### config.mk
export PLATFORM = sky130hd
export DESIGN_NAME = rv_uart_tx
export DESIGN_NICKNAME = d
export VERILOG_FILES = /design/src/rtl/rv_uart_tx.sv
export SDC_FILE = /design/constraint.sdc
export NUM_CORES = 1
export LEC_CHECK = 0
export BUFFER_PORTS_ARGS = -buffer_cell sky130_fd_sc_hd__buf_2
export CAP_MARGIN = 20
export CORE_UTILIZATION = 54
export DETAILED_ROUTE_END_ITERATION = 7
export GPL_ROUTABILITY_DRIVEN = 1
export PLACE_DENSITY = 0.71
export SLEW_MARGIN = 10
export SYNTH_ARGS = -nofsm -noshare
export SYNTH_HDL_FRONTEND = slang
export SYNTH_SLANG_ARGS = --single-unit
export TNS_END_PERCENT = 1
### constraint.sdc
create_clock -name clk -period 7.85 [get_ports clk]
set_clock_uncertainty 0.15 [all_clocks]
set_input_delay 1.57 -clock clk [delete_from_list [all_inputs] [get_ports clk]]
set_output_delay 1.57 -clock clk [all_outputs]
set_load 0.005 [all_outputs]
### src/rtl/rv_uart_tx.sv
// rv_uart_tx: FIFO-buffered UART transmitter (8 data bits, LSB first, 1 stop bit).
// Define RV_UART_TX_PARITY_EN to insert an even parity bit before the stop bit.
module rv_uart_tx #(
   parameter int CLKS_PER_BIT = 868,
   parameter int DEPTH        = 16
) (
   input  logic                   clk,
   input  logic                   rst,
   input  logic                   in_valid,
   input  logic [7:0]             in_data,
   output logic                   in_ready,
   output logic                   tx,
   output logic                   busy,
   output logic [$clog2(DEPTH):0] fifo_count,
   output logic                   overflow
);
   localparam int          AW        = $clog2(DEPTH);
   localparam logic [AW:0] PTR_ONE   = (AW+1)'(1);
   localparam logic [15:0] BAUD_LAST = 16'(CLKS_PER_BIT - 1);

   typedef enum logic [2:0] {
      S_IDLE,
      S_START,
      S_DATA,
`ifdef RV_UART_TX_PARITY_EN
      S_PARITY,
`endif
      S_STOP
   } state_t;

   logic [7:0]  r_mem [DEPTH];
   logic [AW:0] r_wr_ptr;
   logic [AW:0] r_rd_ptr;
   logic        r_overflow;

   state_t      r_state;
   logic [15:0] r_baud;
   logic [2:0]  r_bit_idx;
   logic [7:0]  r_shift;
   logic        r_tx;
   logic        r_busy;
`ifdef RV_UART_TX_PARITY_EN
   logic        r_parity;
`endif

   logic       w_full;
   logic       w_empty;
   logic       w_push;
   logic       w_pop;
   logic       w_baud_done;
   logic [7:0] w_head;

   // Pointers carry one extra wrap bit so full and empty are distinguishable.
   assign w_full      = (r_wr_ptr[AW] != r_rd_ptr[AW]) &&
                        (r_wr_ptr[AW-1:0] == r_rd_ptr[AW-1:0]);
   assign w_empty     = (r_wr_ptr == r_rd_ptr);
   assign w_push      = in_valid && !w_full;
   assign w_baud_done = (r_baud == BAUD_LAST);
   assign w_pop       = !w_empty &&
                        ((r_state == S_IDLE) || (r_state == S_STOP && w_baud_done));
   assign w_head      = r_mem[r_rd_ptr[AW-1:0]];

   assign in_ready   = !w_full;
   assign fifo_count = r_wr_ptr - r_rd_ptr;
   assign overflow   = r_overflow;
   assign tx         = r_tx;
   assign busy       = r_busy;

   always_ff @(posedge clk) begin
      if (w_push) r_mem[r_wr_ptr[AW-1:0]] <= in_data;
   end

   always_ff @(posedge clk or posedge rst) begin
      if (rst) begin
         r_wr_ptr   <= '0;
         r_rd_ptr   <= '0;
         r_overflow <= 1'b0;
      end else begin
         if (w_push) r_wr_ptr <= r_wr_ptr + PTR_ONE;
         if (w_pop) r_rd_ptr <= r_rd_ptr + PTR_ONE;
         if (in_valid && w_full) r_overflow <= 1'b1;
      end
   end

   always_ff @(posedge clk or posedge rst) begin
      if (rst) begin
         r_state   <= S_IDLE;
         r_baud    <= '0;
         r_bit_idx <= '0;
         r_shift   <= '0;
         r_tx      <= 1'b1;
         r_busy    <= 1'b0;
`ifdef RV_UART_TX_PARITY_EN
         r_parity  <= 1'b0;
`endif
      end else begin
         case (r_state)
            S_IDLE: begin
               r_tx <= 1'b1;
               if (w_pop) begin
                  r_shift  <= w_head;
                  r_baud   <= '0;
                  r_state  <= S_START;
                  r_tx     <= 1'b0;
                  r_busy   <= 1'b1;
`ifdef RV_UART_TX_PARITY_EN
                  r_parity <= ^w_head;
`endif
               end
            end
            S_START: begin
               if (w_baud_done) begin
                  r_baud    <= '0;
                  r_bit_idx <= '0;
                  r_state   <= S_DATA;
                  r_tx      <= r_shift[0];
               end else begin
                  r_baud <= r_baud + 16'd1;
               end
            end
            S_DATA: begin
               if (w_baud_done) begin
                  r_baud  <= '0;
                  r_shift <= {1'b0, r_shift[7:1]};
                  if (r_bit_idx == 3'd7) begin
`ifdef RV_UART_TX_PARITY_EN
                     r_state <= S_PARITY;
                     r_tx    <= r_parity;
`else
                     r_state <= S_STOP;
                     r_tx    <= 1'b1;
`endif
                  end else begin
                     r_bit_idx <= r_bit_idx + 3'd1;
                     r_tx      <= r_shift[1];
                  end
               end else begin
                  r_baud <= r_baud + 16'd1;
               end
            end
`ifdef RV_UART_TX_PARITY_EN
            S_PARITY: begin
               if (w_baud_done) begin
                  r_baud  <= '0;
                  r_state <= S_STOP;
                  r_tx    <= 1'b1;
               end else begin
                  r_baud <= r_baud + 16'd1;
               end
            end
`endif
            S_STOP: begin
               if (w_baud_done) begin
                  r_baud <= '0;
                  // Chain straight into the next start bit so frames stay contiguous.
                  if (w_pop) begin
                     r_shift  <= w_head;
                     r_state  <= S_START;
                     r_tx     <= 1'b0;
`ifdef RV_UART_TX_PARITY_EN
                     r_parity <= ^w_head;
`endif
                  end else begin
                     r_state <= S_IDLE;
                     r_tx    <= 1'b1;
                     r_busy  <= 1'b0;
                  end
               end else begin
                  r_baud <= r_baud + 16'd1;
               end
            end
            default: begin
               r_state <= S_IDLE;
               r_tx    <= 1'b1;
               r_busy  <= 1'b0;
            end
         endcase
      end
   end
endmodule

Yosys cells after proc, flatten, opt, wreduce, memory -nomap -nowiden
Memory sizes are Yosys's and may differ from the RTL's.
Index checks and enable logic that the tools add are counted.
{"block": "word_totals", "reg_bits": 43, "latch_bits": 0, "ramBits": 128, "mem_bits_ro": 0, "in_bits": 11, "output_inout_bits": 9, "elab_cells": 81, "mem_count": 1}
{"block": "classes", "n_addsub": 5, "mul": 0, "div_mod_pow": 0, "n_lt_le_gt_ge": 0, "n_eq_ne": 15, "shifts": 0, "n_mux": 30, "bitwise": 1, "reduce_logical": 20}
{"name": "r_mem", "words": 16, "word_bits": 8, "read_ports": 1, "rd_clocked_by_memory_dff": 0, "write_ports": 1, "line": "31", "text": "logic [7:0] r_mem [DEPTH];"}
{"cell": "16-bit two-way mux", "n": 2}
{"cell": "16-bit one-hot mux with 2 select lines", "n": 1}
{"cell": "3-bit two-way mux", "n": 8}
{"cell": "8-bit two-way mux", "n": 3}
{"cell": "8-bit one-hot mux with 3 select lines", "n": 1}
{"cell": "16-bit by 1-bit adder with 16-bit output (second input constant)", "n": 1}
{"cell": "16-bit by 10-bit equality test with 1-bit output (second input constant)", "n": 1}
{"cell": "2-bit != test (second input constant)", "n": 7}
{"cell": "3-bit one-hot mux with 4 select lines", "n": 1}
{"cell": "1-bit two-way mux", "n": 11}
{"cell": "5-bit by 1-bit adder with 5-bit output (second input constant)", "n": 2}
{"cell": "4-bit AND reduction", "n": 2}
{"cell": "3-bit by 2-bit equality test with 1-bit output (second input constant)", "n": 2}
{"cell": "3-bit one-hot mux with 2 select lines", "n": 1}
{"cell": "3-bit AND reduction", "n": 2}
{"cell": "5-bit equality test", "n": 1}
{"cell": "1-bit logical AND", "n": 5}
{"cell": "5-bit AND reduction", "n": 1}
{"cell": "5-bit subtractor", "n": 1}
{"cell": "4-bit equality test", "n": 1}
{"cell": "1-bit one-hot mux with 4 select lines", "n": 1}
{"cell": "2-bit nonzero test", "n": 2}
{"cell": "3-bit by 1-bit adder with 3-bit output (second input constant)", "n": 1}
{"cell": "3-bit by 1-bit equality test with 1-bit output (second input constant)", "n": 1}
{"cell": "other kinds (11)", "n": 12}

Logic depth before layout (Yosys ltp)
Gate-level depths: netlist of the first run.
{"block": "depth", "depth_word": 7, "ltp_mapped": 10, "depth_no_buf": 7}

Worst setup path before layout of the first run
Ideal clock, no wire load.
{"block": "synth_timing", "kind": "flip-flop to output port", "from": "reg r_rd_ptr[1]", "to": "out fifo_count[3]", "t_arrival_ps": 1826, "slack_ps": 4304, "path_stages_with_launch": 8, "path_buffers": 2, "path_cell_list": "dfrtp_1 -> clkbuf_1 -> clkbuf_1 -> inv_1 -> ha_1 -> a21o_1 -> a21oi_1 -> xnor2_1"}
{"block": "synth_between", "elab_chain_len": 1}
{"element": "from (decl)", "line": "33", "text": "logic [AW:0] r_rd_ptr;"}
{"element": "from (signal assigned)", "line": "80", "text": "if (w_pop) r_rd_ptr <= r_rd_ptr + PTR_ONE;"}
{"element": "5-bit subtractor", "line": "64", "text": "assign fifo_count = r_wr_ptr - r_rd_ptr;"}
{"element": "to (decl)", "line": "14", "text": "output logic [$clog2(DEPTH):0] fifo_count,"}
Every way passes these cells.

Worst setup path in the final report of the first run
{"block": "layout_timing", "from": "reg r_rd_ptr[2]", "to": "out fifo_count[4]"}
Same word-level chain as after synthesis.

==> run metrics, run 1 <==
Starting Density 55.7%; CP max FO 21; drt wl/cell 20.3 um; Die Span Y 119 um; clk sinks 170; Slowest-stage cell, CP dfrtp_1; syn nets 542; Synth area leaders edfxtp_1 (52%), dfrtp_1 (14%), mux4_2 (9.7%); Buf+Inv Stages, Crit Path 2; Pleak 2.97 nW; Hold WC Path Type register to register; cell family with most CP delay flip-flops; min cycle time layout 4.47 ns; postcts setup bufs 0; post-synth top area cell edfxtp_1; dpl hpwl 9680 um; Area Overhead vs Synth 10.9%; die area 14200 um^2; Slew @ Worst Pin 1.02 ns; startpoint types register; TritonCTS clock tree done; Pins Over Slew Limit 0; outcome finished clean; Place WS 3.59 ns; critical path class register to output port; vias in the first global route 4292; Residual DRC 0; final wirelength 14700 um; share of the synthesized area in the top cell type 51.7%; total power 3.03 mW; ys flop type edfxtp_1; Seq cells post-synth 170; Worst setup startpoint r_rd_ptr[2]$_DFFE_PP0N_; Mapped Area 7430 um^2; first-pass GRT wire length 23600 um; vias per cell 6.01; Site Rows 42; Ys Warns 0; final hold vios 0; slowest cell delay on critical path 0.78 ns; Root Driver clkbuf_16; number of I/O port buffers 19; worst path arrival time 2.75 ns; most frequent cells in the layout edfxtp_1 (128), nand2_1 (62), dfrtp_1 (40); commonest non-fill, non-tap cell in the layout edfxtp_1; Internal Pwr Total 1.98 mW; switching pwr 1.05 mW; Final Core Density 61.8%; hold path start overflow$_DFFE_PP0P_; sw frac 34.8%; antenna violations before repair 0; sequential area share after synthesis 65.9%; worst skew pair latency 0.43 ns; core area 13300 um^2; post-route ant nets 0; ANT cells 0; Comb pwr share 34.4%; DRT Pass-1 Iters 6; 1st-iter DRT viols 443; Power Density 368 nW/um^2; Worst slew margin 31.8%; number of enable flip-flop cells after synthesis 128; Post-CTS Resized 0; Post-synth ARST share 24.7%; Worst R2R Start r_rd_ptr[2]$_DFFE_PP0N_; final worst slack 3.38 ns; Vias 4360; Routability Congestion 0.829; clock buffer depth 2; io pins 20; share of post-route cells with drive strength above 1 18.2%; cts bufs inserted 17; endpoint class of the critical path output port; Worst-path clk slew 0.07 ns; clock share of power 25.4%; setup TNS 0 ns; Syn Area/Cell 14.5 um^2; final net count 565; RSZ-0062 raised after global routing false; pin count of the biggest net entering global routing 43; final setup vio count 0; fin crit share 56.9%; Global Route Usage Sum 22.7%; # hold bufs at CTS 0; Fmax achieved 0.224 GHz; CP Cell Sequence inv_1 -> ha_1 -> a21o_1 -> a21oi_1 -> xnor2_1 -> buf_2; worst path required time 6.13 ns; Seq pwr share 40.2%; gr ovfl total 0; Distinct cells, synth 51; Cells after Synth 513; maximum VDD drop 237 uV; Die Span X 119 um; Max-Cap Viols 0; htree depth 4
## power by group through the flow
stage / Combinational [mW] / Clock (mW) / Sequential, mW
after CTS: 0.994 / 0.782 / 1.25
after floorplan: 0.805 / 0 / 1.17
after detailed placement: 0.985 / 0 / 1.27
after global routing: 1.15 / 0.817 / 1.24
after global placement: 0.967 / 0 / 1.26
final: 1.04 / 0.771 / 1.22
## routing by layer
metal	wire length, um	vias up	track usage [%]
met2	7330	151	36.6
met1	6210	2195	29.5
li1	-	1993	-
met3	878	21	6.18
met4	323	0	8.52
met5	0	-	0
## worst paths after layout
check | endpoint | slack, ns | cells after the start
setup / recovery | fifo_count[4] | 3.38 | 6
hold / removal | overflow$_DFFE_PP0P_ | 0.31 | 1
setup reg to reg | r_mem[2][7]$_DFFE_PP_ | 3.68 | 7
hold reg to reg | overflow$_DFFE_PP0P_ | 0.31 | 1
max in group asynchronous | r_rd_ptr[0]$_DFFE_PP0N_ | 6.04 | 3
min in group asynchronous | r_bit_idx[1]$_DFFE_PP0P_ | 1.12 | 3
## worst register-to-register path: cells and delay by family, from the launching register on
family        cells  cell delay, ns
simple gates      5            1.95
flops             1            0.78
fa+ha+maj         1            0.47
buf+inv           1            0.44
## kinds of logic after synthesis
family,share of synthesized area (%)
flops,65.9
xor+xnor,1.89
mux,10.3
simple gates,9.38
compound gates,6.95
fa+ha+maj,3.13
buf+inv,2.49
## registers in the layout, indices dropped and copies added, names as in the netlist
| signal | count |
|---|---|
| r_mem | 128 |
| r_baud | 16 |
| r_shift | 8 |
| r_rd_ptr | 5 |
| r_wr_ptr | 5 |
| r_bit_idx | 3 |
| r_state | 2 |
| busy | 1 |
| overflow | 1 |
| tx | 1 |
## through the flow
step	cells	hold slack, ns	cell area, um^2
final	725	0.306	8240
after global routing	725	0.321	8240
after CTS	721	0.308	8210
after detailed placement	689	0.293	7660
after global placement	689	0.288	7660
after floorplan	513	0.301	7430
## layout make-up
cell class	count	area, um^2
Fill cell	1004	5100
Sequential cell	170	4900
Multi-Input combinational cell	301	2350
Clock buffer	18	429
Tap cell	176	220
Timing Repair Buffer	27	160
Clock inverter	14	114
Inverter	19	71.3
## Yosys cell counts (2+ instances only)
master	n
mux4_2	32
mux2_2	3
nor4_1	4
xnor2_1	13
edfxtp_1	128
or4_4	2
a22oi_1	2
nor3_1	9
dfrtp_1	41
clkbuf_1	11
nor2_1	27
and4_1	3
nor2b_1	8
nand3_1	12
o31ai_1	4
buf_1	3
a21oi_1	12
a31oi_1	8
a21o_1	3
inv_1	19
xor2_1	3
nand2b_1	4
buf_2	6
nand4_1	6
ha_1	17
a22o_1	6
o21ai_0	38
nand4b_1	2
o31a_1	2
and3_1	3
nand2_1	62
Note: power is estimated with default switching activity, not from simulation.
==> run 2: changes to the inputs <==
- clock period: 7.85 -> 4.2 ns (I/O delays scaled with it)
==> run metrics, run 2 (synthesis results as in run 1) <==
clock buffer depth 2 (unchanged); Slew @ Worst Pin 0.957 ns (-0.0596 ns); Slowest-stage cell, CP nor2_1; Pleak 3.00 nW (+1.2%); share of post-route cells with drive strength above 1 18.3% (+0.12 points); Worst slew margin 35.8% (+4.0 points); Power Density 710 nW/um^2 (+93%); final wirelength 15200 um (+3.3%); Multi-input gate area 2350 um^2 (unchanged); min cycle time layout 3.69 ns; Internal Pwr Total 3.87 mW (+96%); sw frac 34.4% (-0.37 points); dpl hpwl 10100 um (+4.5%); Worst R2R Start r_rd_ptr[2]$_DFFE_PP0N_; Hold Path Sink overflow$_DFFE_PP0P_; postcts setup bufs 0 (unchanged); worst skew pair latency 0.43 ns (about the same); Die Span Y 119 um (unchanged); Filler Cell Count 991 (-1.3%); # hold bufs at CTS 0 (unchanged); placed insts 695 (+0.87%); Final Core Density 62.3% (+0.58 points); Root Driver clkbuf_16; CP Cell Sequence buf_4 -> inv_1 -> ha_1 -> nand4_1 -> nor2_1 -> nor2b_1 -> nand2_1 -> nor2_1; 1st-iter DRT viols 531 (+20%); clk sinks 170 (unchanged); gr ovfl total 0 (unchanged); endpoint class of the critical path register; Starting Density 55.7% (unchanged); final net count 567 (+0.35%); Routability Congestion 0.886 (+6.9%); htree depth 4 (unchanged); pin count of the biggest net entering global routing 43 (unchanged); Seq pwr share 37.6% (-2.6 points); Comb pwr share 35.0% (+0.6 points); setup TNS 0 ns (unchanged); R2R setup slack 0.51 ns (-3.17 ns); Pins Over Slew Limit 0 (unchanged); Layout Cells excl Fill 727 (+0.28%); most frequent cells in the layout edfxtp_1 (128), nand2_1 (62), dfrtp_1 (40); slowest cell delay on critical path 0.67 ns (-0.11 ns); die area 14200 um^2 (unchanged); worst r2r path cells 8 (+1); Global Route Usage Sum 23.5% (+0.84 points); Die Span X 119 um (unchanged); worst path arrival time 3.60 ns (+0.85 ns); Max-Cap Viols 0 (unchanged); post-route ant nets 0 (unchanged); Area Overhead vs Synth 12.0%; Fmax achieved 0.271 GHz; vias in the first global route 4414 (+2.8%); outcome finished clean; RR Endpoint r_mem[12][5]$_DFFE_PP_; maximum VDD drop 450 uV (+90%); Site Rows 42 (unchanged); hold path start overflow$_DFFE_PP0P_; startpoint types register; cell family with most CP delay simple AND/OR/NAND/NOR gates; FF/Latch Area 4900 um^2 (unchanged); TritonCTS clock tree done; cts bufs inserted 17 (unchanged); DRT Pass-1 Iters 5 (-1); drt wl/cell 21.0 um (+3.0%); ANT cells 0 (unchanged); Residual DRC 0 (unchanged); CP max FO 21 (unchanged); io pins 20 (unchanged); switching pwr 2.03 mW (+93%); clock share of power 27.4% (+2.0 points); commonest non-fill, non-tap cell in the layout edfxtp_1; worst path required time 4.11 ns (-2.02 ns); number of I/O port buffers 19 (unchanged); Post-CTS Resized 0 (unchanged); final hold vios 0 (unchanged); most frequent CP cell nor2_1; hold path cells 1 (unchanged); critical path class register to register; Hold WC Path Type register to register; total power 5.90 mW (+95%); vias per cell 6.12 (+1.7%); RSZ-0062 raised after global routing false; core area 13300 um^2 (unchanged); Buf+Inv Stages, Crit Path 2 (unchanged); Vias 4446 (+2.0%); Worst-path clk slew 0.07 ns (about the same); fin crit share 88.0%; Largest register FFs 128 (unchanged); first-pass GRT wire length 24300 um (+3.3%); final setup vio count 0 (unchanged); antenna violations before repair 0 (unchanged)
[run 2: cell types whose count changed in the layout (fill, tap and decap cells not counted)]
cell        previous run  this run
inv_6                  4         5
clkinvlp_4             2         1
clkinv_1               1         3
buf_2                 22        19
clkinv_2               5         1
buf_12                 1         0
buf_4                  4        10
clkbuf_1               1         0
clkinv_4               0         1
bufinv_16              0         3
clkinv_8               1         0
[run 2: metrics by stage]
stage,hold slack [ns],cell area [um^2],setup WS [ns]
6_report,0.328,8320,0.505
5_1_grt,0.356,8320,0.321
4_1_cts,0.328,8320,0.521
3_5_place_dp,0.313,7710,0.555
3_3_place_gp,0.314,7710,0.821
2_1_floorplan,0.301,7430,0.923
[run 2: worst register-to-register path: cells and delay by family, from the launching register on]
| kind | cells | cell delay [ns] |
|---|---|---|
| DFF | 1 | 0.36 |
| adders and majority gates | 1 | 0.38 |
| buffers and inverters | 2 | 0.57 |
| and+or+nand+nor | 5 | 1.87 |
[run 2: worst max path at each step]
stage                                  from                      to  slack [ns]  cells after the start
floorplan           r_rd_ptr[1]$_DFFE_PP0N_   r_mem[3][0]$_DFFE_PP_        0.92                     10
global placement    r_rd_ptr[2]$_DFFE_PP0N_   r_mem[9][3]$_DFFE_PP_        0.82                      8
detailed placement  r_rd_ptr[2]$_DFFE_PP0N_   r_mem[8][5]$_DFFE_PP_        0.56                      8
CTS                 r_rd_ptr[2]$_DFFE_PP0N_   r_mem[8][4]$_DFFE_PP_        0.52                      8
global route        r_rd_ptr[2]$_DFFE_PP0N_   r_mem[8][3]$_DFFE_PP_        0.32                      8
finish              r_rd_ptr[2]$_DFFE_PP0N_  r_mem[12][5]$_DFFE_PP_        0.51                      8
[run 2: routing by layer]
layer / share of wire [%] / routed length [um] / GRT usage, % / vias up
met5: 0 / 0 / 0 / -
met4: 3.2 / 486 / 11.4 / 0
met3: 7.0 / 1060 / 6.56 / 40
met2: 48 / 7280 / 35.7 / 184
met1: 42 / 6410 / 31.4 / 2215
li1: - / - / - / 2007
[run 2: power by group through the flow]
stage          Combinational [mW]  Clock, mW  Sequential [mW]
3_3_place_gp                 1.99          0             2.24
5_1_grt                      2.26       1.69             2.25
4_1_cts                      2.06       1.64             2.22
6_report                     2.06       1.62             2.22
2_1_floorplan                1.50          0             2.19
3_5_place_dp                 2.05          0             2.25
[run 2: final cells by class]
type	instances	area share, %
Tap cell	176	2.65
Multi-Input combinational cell	301	28.3
Clock inverter	15	2.23
Timing Repair Buffer	29	2.05
Clock buffer	17	5.11
Inverter	19	0.857
Sequential cell	170	58.9
